[src/rtl/pulse_meter_pkg.sv]
`default_nettype none
// ============================================================================
// Module      : pulse_meter_pkg
// Description : Shared state encoding and parameter defaults for pulse_meter.
// Revision    : 1.0 - initial release
// ============================================================================
package pulse_meter_pkg;

    localparam int DEF_CNT_W       = 8;
    localparam int DEF_SYNC_STAGES = 2;

    typedef enum logic [1:0] {
        ST_IDLE  = 2'd0,
        ST_ARMED = 2'd1,
        ST_HIGH  = 2'd2,
        ST_HOLD  = 2'd3
    } state_t;

endpackage
`default_nettype wire

[src/rtl/bit_sync.sv]
`default_nettype none
// ============================================================================
// Module      : bit_sync
// Description : Multi-flop synchronizer for one asynchronous bit.
// Revision    : 1.0 - initial release
// ============================================================================
module bit_sync #(
    parameter int STAGES = 2
) (
    input  logic clock,
    input  logic reset_n,
    input  logic d,
    output logic q
);

    // Fewer than two flops gives no metastability protection, so clamp.
    localparam int N = (STAGES < 2) ? 2 : STAGES;

    logic [N-1:0] sync_q;

    always_ff @(posedge clock or negedge reset_n) begin
        if (!reset_n) begin
            sync_q <= '0;
        end else begin
            sync_q <= {sync_q[N-2:0], d};
        end
    end

    assign q = sync_q[N-1];

endmodule
`default_nettype wire

[src/rtl/pulse_meter.sv]
`default_nettype none
// ============================================================================
// Module      : pulse_meter
// Description : Measures the high time of an asynchronous pulse and hands the
//               result over a valid/ready interface; counts missed pulses.
// Revision    : 1.0 - initial release
// ============================================================================
module pulse_meter
    import pulse_meter_pkg::*;
#(
    parameter int CNT_W       = DEF_CNT_W,
    parameter int SYNC_STAGES = DEF_SYNC_STAGES
) (
    input  logic             clock,
    input  logic             reset_n,
    input  logic             signal,
    input  logic             enable,
    input  logic             ready,
    output logic             valid,
    output logic [CNT_W-1:0] width,
    output logic             sat,
    output logic [CNT_W-1:0] missed,
    output logic [CNT_W-1:0] count
);

    localparam logic [CNT_W-1:0] CNT_MAX = '1;

    logic             s;
    logic             s_prev;
    logic             s_rise;
    state_t           state;
    state_t           state_nxt;
    logic [CNT_W-1:0] counter;
    logic             sat_flag;

    logic             do_load;
    logic             do_inc;
    logic             do_capture;
    logic             do_xfer;
    logic             do_miss;

    bit_sync #(
        .STAGES (SYNC_STAGES)
    ) u_sync (
        .clock   (clock),
        .reset_n (reset_n),
        .d       (signal),
        .q       (s)
    );

    assign s_rise = s & ~s_prev;

    always_ff @(posedge clock or negedge reset_n) begin
        if (!reset_n) begin
            state <= ST_IDLE;
        end else begin
            state <= state_nxt;
        end
    end

    // A dropped enable wins over any pulse activity while measuring.
    always_comb begin
        state_nxt = state;
        case (state)
            ST_IDLE: begin
                if (enable && !s) state_nxt = ST_ARMED;
            end
            ST_ARMED: begin
                if (!enable)  state_nxt = ST_IDLE;
                else if (s)   state_nxt = ST_HIGH;
            end
            ST_HIGH: begin
                if (!enable)  state_nxt = ST_IDLE;
                else if (!s)  state_nxt = ST_HOLD;
            end
            ST_HOLD: begin
                if (valid && ready) state_nxt = (enable && !s) ? ST_ARMED : ST_IDLE;
            end
            default: state_nxt = ST_IDLE;
        endcase
    end

    always_comb begin
        do_load    = 1'b0;
        do_inc     = 1'b0;
        do_capture = 1'b0;
        do_xfer    = 1'b0;
        do_miss    = 1'b0;
        case (state)
            ST_ARMED: do_load = enable && s;
            ST_HIGH: begin
                do_inc     = enable && s;
                do_capture = enable && !s;
            end
            ST_HOLD: begin
                do_xfer = valid && ready;
                do_miss = s_rise;
            end
            default: ;
        endcase
    end

    always_ff @(posedge clock or negedge reset_n) begin
        if (!reset_n) begin
            s_prev   <= 1'b0;
            counter  <= '0;
            sat_flag <= 1'b0;
            valid    <= 1'b0;
            width    <= '0;
            sat      <= 1'b0;
            missed   <= '0;
            count    <= '0;
        end else begin
            s_prev <= s;

            // The first high sample is counted by the load itself.
            if (do_load) begin
                counter  <= CNT_W'(1);
                sat_flag <= 1'b0;
            end else if (do_inc) begin
                if (counter == CNT_MAX) begin
                    sat_flag <= 1'b1;
                end else begin
                    counter <= counter + 1'b1;
                end
            end else if (do_xfer) begin
                sat_flag <= 1'b0;
            end

            if (do_capture) begin
                valid <= 1'b1;
                width <= counter;
                sat   <= sat_flag;
            end else if (do_xfer) begin
                valid <= 1'b0;
                count <= count + 1'b1;
            end

            if (do_miss && (missed != CNT_MAX)) begin
                missed <= missed + 1'b1;
            end
        end
    end

endmodule
`default_nettype wire

[config.mk]
export PLATFORM = sky130hd
export DESIGN_NAME = pulse_meter
export DESIGN_NICKNAME = d
export VERILOG_FILES = /design/src/rtl/pulse_meter_pkg.sv /design/src/rtl/bit_sync.sv /design/src/rtl/pulse_meter.sv
export SDC_FILE = /design/constraint.sdc
export NUM_CORES = 1
export LEC_CHECK = 0
export ABC_CLOCK_PERIOD_IN_PS = 3100
export CORE_MARGIN = 4
export CORE_UTILIZATION = 40
export DETAILED_ROUTE_END_ITERATION = 16
export PLACE_DENSITY = 0.61
export SETUP_SLACK_MARGIN = 0.5
export SLEW_MARGIN = 20
export SYNTH_ARGS = -nofsm -noshare
export SYNTH_HDL_FRONTEND = slang
export SYNTH_SLANG_ARGS = --single-unit
[constraint.sdc]
create_clock -name clock -period 3.1 [get_ports clock]
set_input_delay 0.62 -clock clock [delete_from_list [all_inputs] [get_ports clock]]
set_output_delay 0.62 -clock clock [all_outputs]
set_load 0.05 [all_outputs]
==> results by group <==
Run status
  – Status: completed

Die
  – Row cnt: 24
  – Die area: about 5700 um2
  – Placeable core area: 4380 um2
  – IO Count: 31
  – Die W: approximately 75 um
  – Die H: 75.3 um
  – Initial Util: a little over 40%

Logic synthesis
  – Synth top area cells: dfrtp_1, mux2_2, xnor2_1
  – Post-synth cell types: 38
  – Synth area leader: dfrtp_1
  – Synth Instances: 157
  – Synth Register Bits: 40
  – Synth Cell Area: 1810 um2
  – Synth top area share: 55.2%
  – Syn Nets: approximately 170
  – Mean Syn Cell Area: 11.6 um2
  – Sequential fraction of the synthesis area: 55.2%
  – Syn. warnings: 0
  – Post-synth top flop: dfrtp_1
  – Number of flops mapped to enable cells by yosys: 0
  – Post-synth ARST share: 100%

STA
  – Period utilization: between 70% and 80%
  – Relative slew slack: 41.8%
  – Fin worst setup slack: 0.918 ns
  – Fin. Hold Viols: 0
  – Setup Viol. Count Final: 0
  – Upper clock frequency limit: roughly 460 MHz
  – Slew Limit Fails: 0
  – TNS Setup: 0 ns
  – Final Critical Period: 2.18 ns
  – Worst slew pin tran: 0.872 ns
  – Max Clock Skew: 0.00620 ns
  – Min Hold Slack: 0.352 ns
  – RSZ-0062 raised after global routing: false

Drt
  – WL/cell: ~14 um
  – Vias per cell: 5.30
  – Routed wire length: 3360 um
  – # DRC: 0
  – Total number of vias: 1292
  – Initial DRT Pass Iterations: 4
  – DR iter-0 viols: 38
  – Antenna Nets Post-Route: 0

Worst setup path
  – CP Buf/Inv Count: 1
  – Worst path cell trace: clkdlybuf4s50_1
  – CP Max Fanout: 4
  – Slowest stage delay, CP: about 0.83 ns
  – Stages on worst setup path: 1
  – Crit path capture type: output port
  – CP max-delay cell: clkdlybuf4s50_1
  – CP startpoint kind: flip-flop
  – Arrival @ worst endpoint: around 1.6 ns
  – CP Class: flip-flop to output port
  – R2R depth: 5
  – Worst EP required: 2.48 ns
  – Crit path max-delay family: buffers and inverters

Finish
  – Fillers: between 300 and 400
  – Final nets: 199
  – Antenna Cells: 0
  – Area Growth Syn to Fin: 23.5%
  – Footprint of the multi-input gates: between 700 and 800 um2
  – Final Non-Filler Cells: 244
  – Share of layout cells above drive strength 1: between 10% and 20%
  – Register area: 1000 um2

Place
  – Dpl cells: around 240
  – Buffers on Ports: 30
  – Dpl ws: 0.812 ns
  – HPWL Detailed: 2410 um
  – Placer Congestion: 0.864

Power
  – PD cells: 735 nW/um2
  – Leak: about 0.96 nW
  – Total power: 1.65 mW
  – VDD IR max: roughly 0.31 mV

Global routing
  – Largest net degree at the start of global routing: 41
  – All-Layer GR Usage: 13.3%
  – Antenna violations before repair: 0
  – Gr ovfl total: 0
  – First-pass GRT wire length: ~5700 um
  – Vias in the first global route: approximately 1300

Clock network
  – Clk buf depth: 2
  – PostCTS Resize Cnt: 0
  – # hold bufs at CTS: 0
  – CTS tree: yes
  – CTS root buf: clkbuf_8
  – # clock sinks: 40
  – Post-CTS setup buffer count: 0
  – Clk_lat worst skew: 0.29 ns
  – CTS H-tree lvls: 2
  – Clock Pin Slew Worst Setup and Hold Paths: 0.07 ns
  – CTS buffer count: 5

Hold path
  – Depth of the worst hold-timing path: 0
  – Min-Delay Path Class: flip-flop to flip-flop

Flow run
  – Max-Cap Viols: 0
[per-layer routing]
metal | share of wire (%) | global-route usage (%)
met5 | 0 | 0
met4 | 1.6 | 5.24
met3 | 4.5 | 4.09
met2 | 51 | 21.5
met1 | 43 | 16.6
[path summary, 6_finish.rpt]
path                                               to                        from  slack, ns
max                                         missed[7]       missed[7]$_DFFE_PN0P_       0.92
min                        u_sync.sync_q[1]$_DFF_PN0_  u_sync.sync_q[0]$_DFF_PN0_       0.35
min reg2reg                u_sync.sync_q[1]$_DFF_PN0_  u_sync.sync_q[0]$_DFF_PN0_       0.35
max in group asynchronous      counter[4]$_DFFE_PN0P_                     reset_n       2.10
max reg2reg                    counter[6]$_DFFE_PN0P_      counter[0]$_DFFE_PN0P_       1.22
min in group asynchronous       missed[3]$_DFFE_PN0P_                     reset_n       0.44
[cell usage in the layout (no fill, tap or decap), drive strengths merged, types with 2 or more instances in the layout]
cell	synthesis	final
a21o	5	5
a21oi	7	7
and2	2	2
and3	2	2
clkbuf	0	8
clkdlybuf4s50	0	29
dfrtp	40	40
ha	3	3
inv	3	3
mux2	11	11
nand2	18	18
nand3	12	12
nand4	6	6
nor2	6	6
nor3	3	3
o21ai	7	7
or2	2	2
or3	2	2
xnor2	10	10
xor2	3	3
[registers in the layout (all words and copies together), names as in the netlist]
signal	flops
count	8
counter	8
missed	8
width	8
state	2
u_sync.sync_q	2
s_prev	1
sat	1
sat_flag	1
valid	1
[power breakdown]
| part | switching, mW | internal (mW) |
|---|---|---|
| registers | 0.113 | 0.615 |
| clock network | 0.165 | 0.181 |
| logic | 0.360 | 0.212 |
| total | 0.638 | 1.01 |
[per-stage QoR]
stage          util [%]  cell area (um2)
6_report           51.1             2240
5_1_grt            51.1             2240
4_1_cts            51.1             2240
3_5_place_dp       49.1             2150
3_3_place_gp       49.1             2150
2_1_floorplan         -             1810
[cells in the mapped netlist, types with 3 or more instances]
cell type and n:
a21o_2 3, a21oi_1 7, dfrtp_1 40, ha_1 3, inv_1 3, mux2_2 11
nand2_1 18, nand3_1 12, nand4_1 6, nor2_1 6, o21ai_0 6, xnor2_1 10
xor2_1 3
[cell families (layout without fill, tap and decap cells)]
group                    Yosys count  count (layout)  share of synthesized area, %
AO/OA/AOI/OAI                     27              27                          10.9
XOR/XNOR                          13              13                          6.28
adder cells (fa/ha/maj)            3               3                          2.07
buffers and inverters              6              41                          1.93
flip-flops                        40              40                          55.2
multiplexers                      11              11                          6.83
AND/OR/NAND/NOR                   57              57                          16.8
[area by class of cell]
class	instances	share of cell area, %
multi-input cells	111	34.7
inverters	3	0.503
repair buffers	30	13.2
clock buffers	8	4.02
flip-flops and latches	40	44.7
well taps	52	2.90
[worst reg2reg max path: stages (launching register included)]
cell and delay [ns]:
dfrtp_1 0.42, ha_1 0.25, nand3_1 0.13, o21ai_2 0.42, mux2_2 0.39, a21o_1 0.17
No activity file was read; power rests on OpenSTA's default activity.
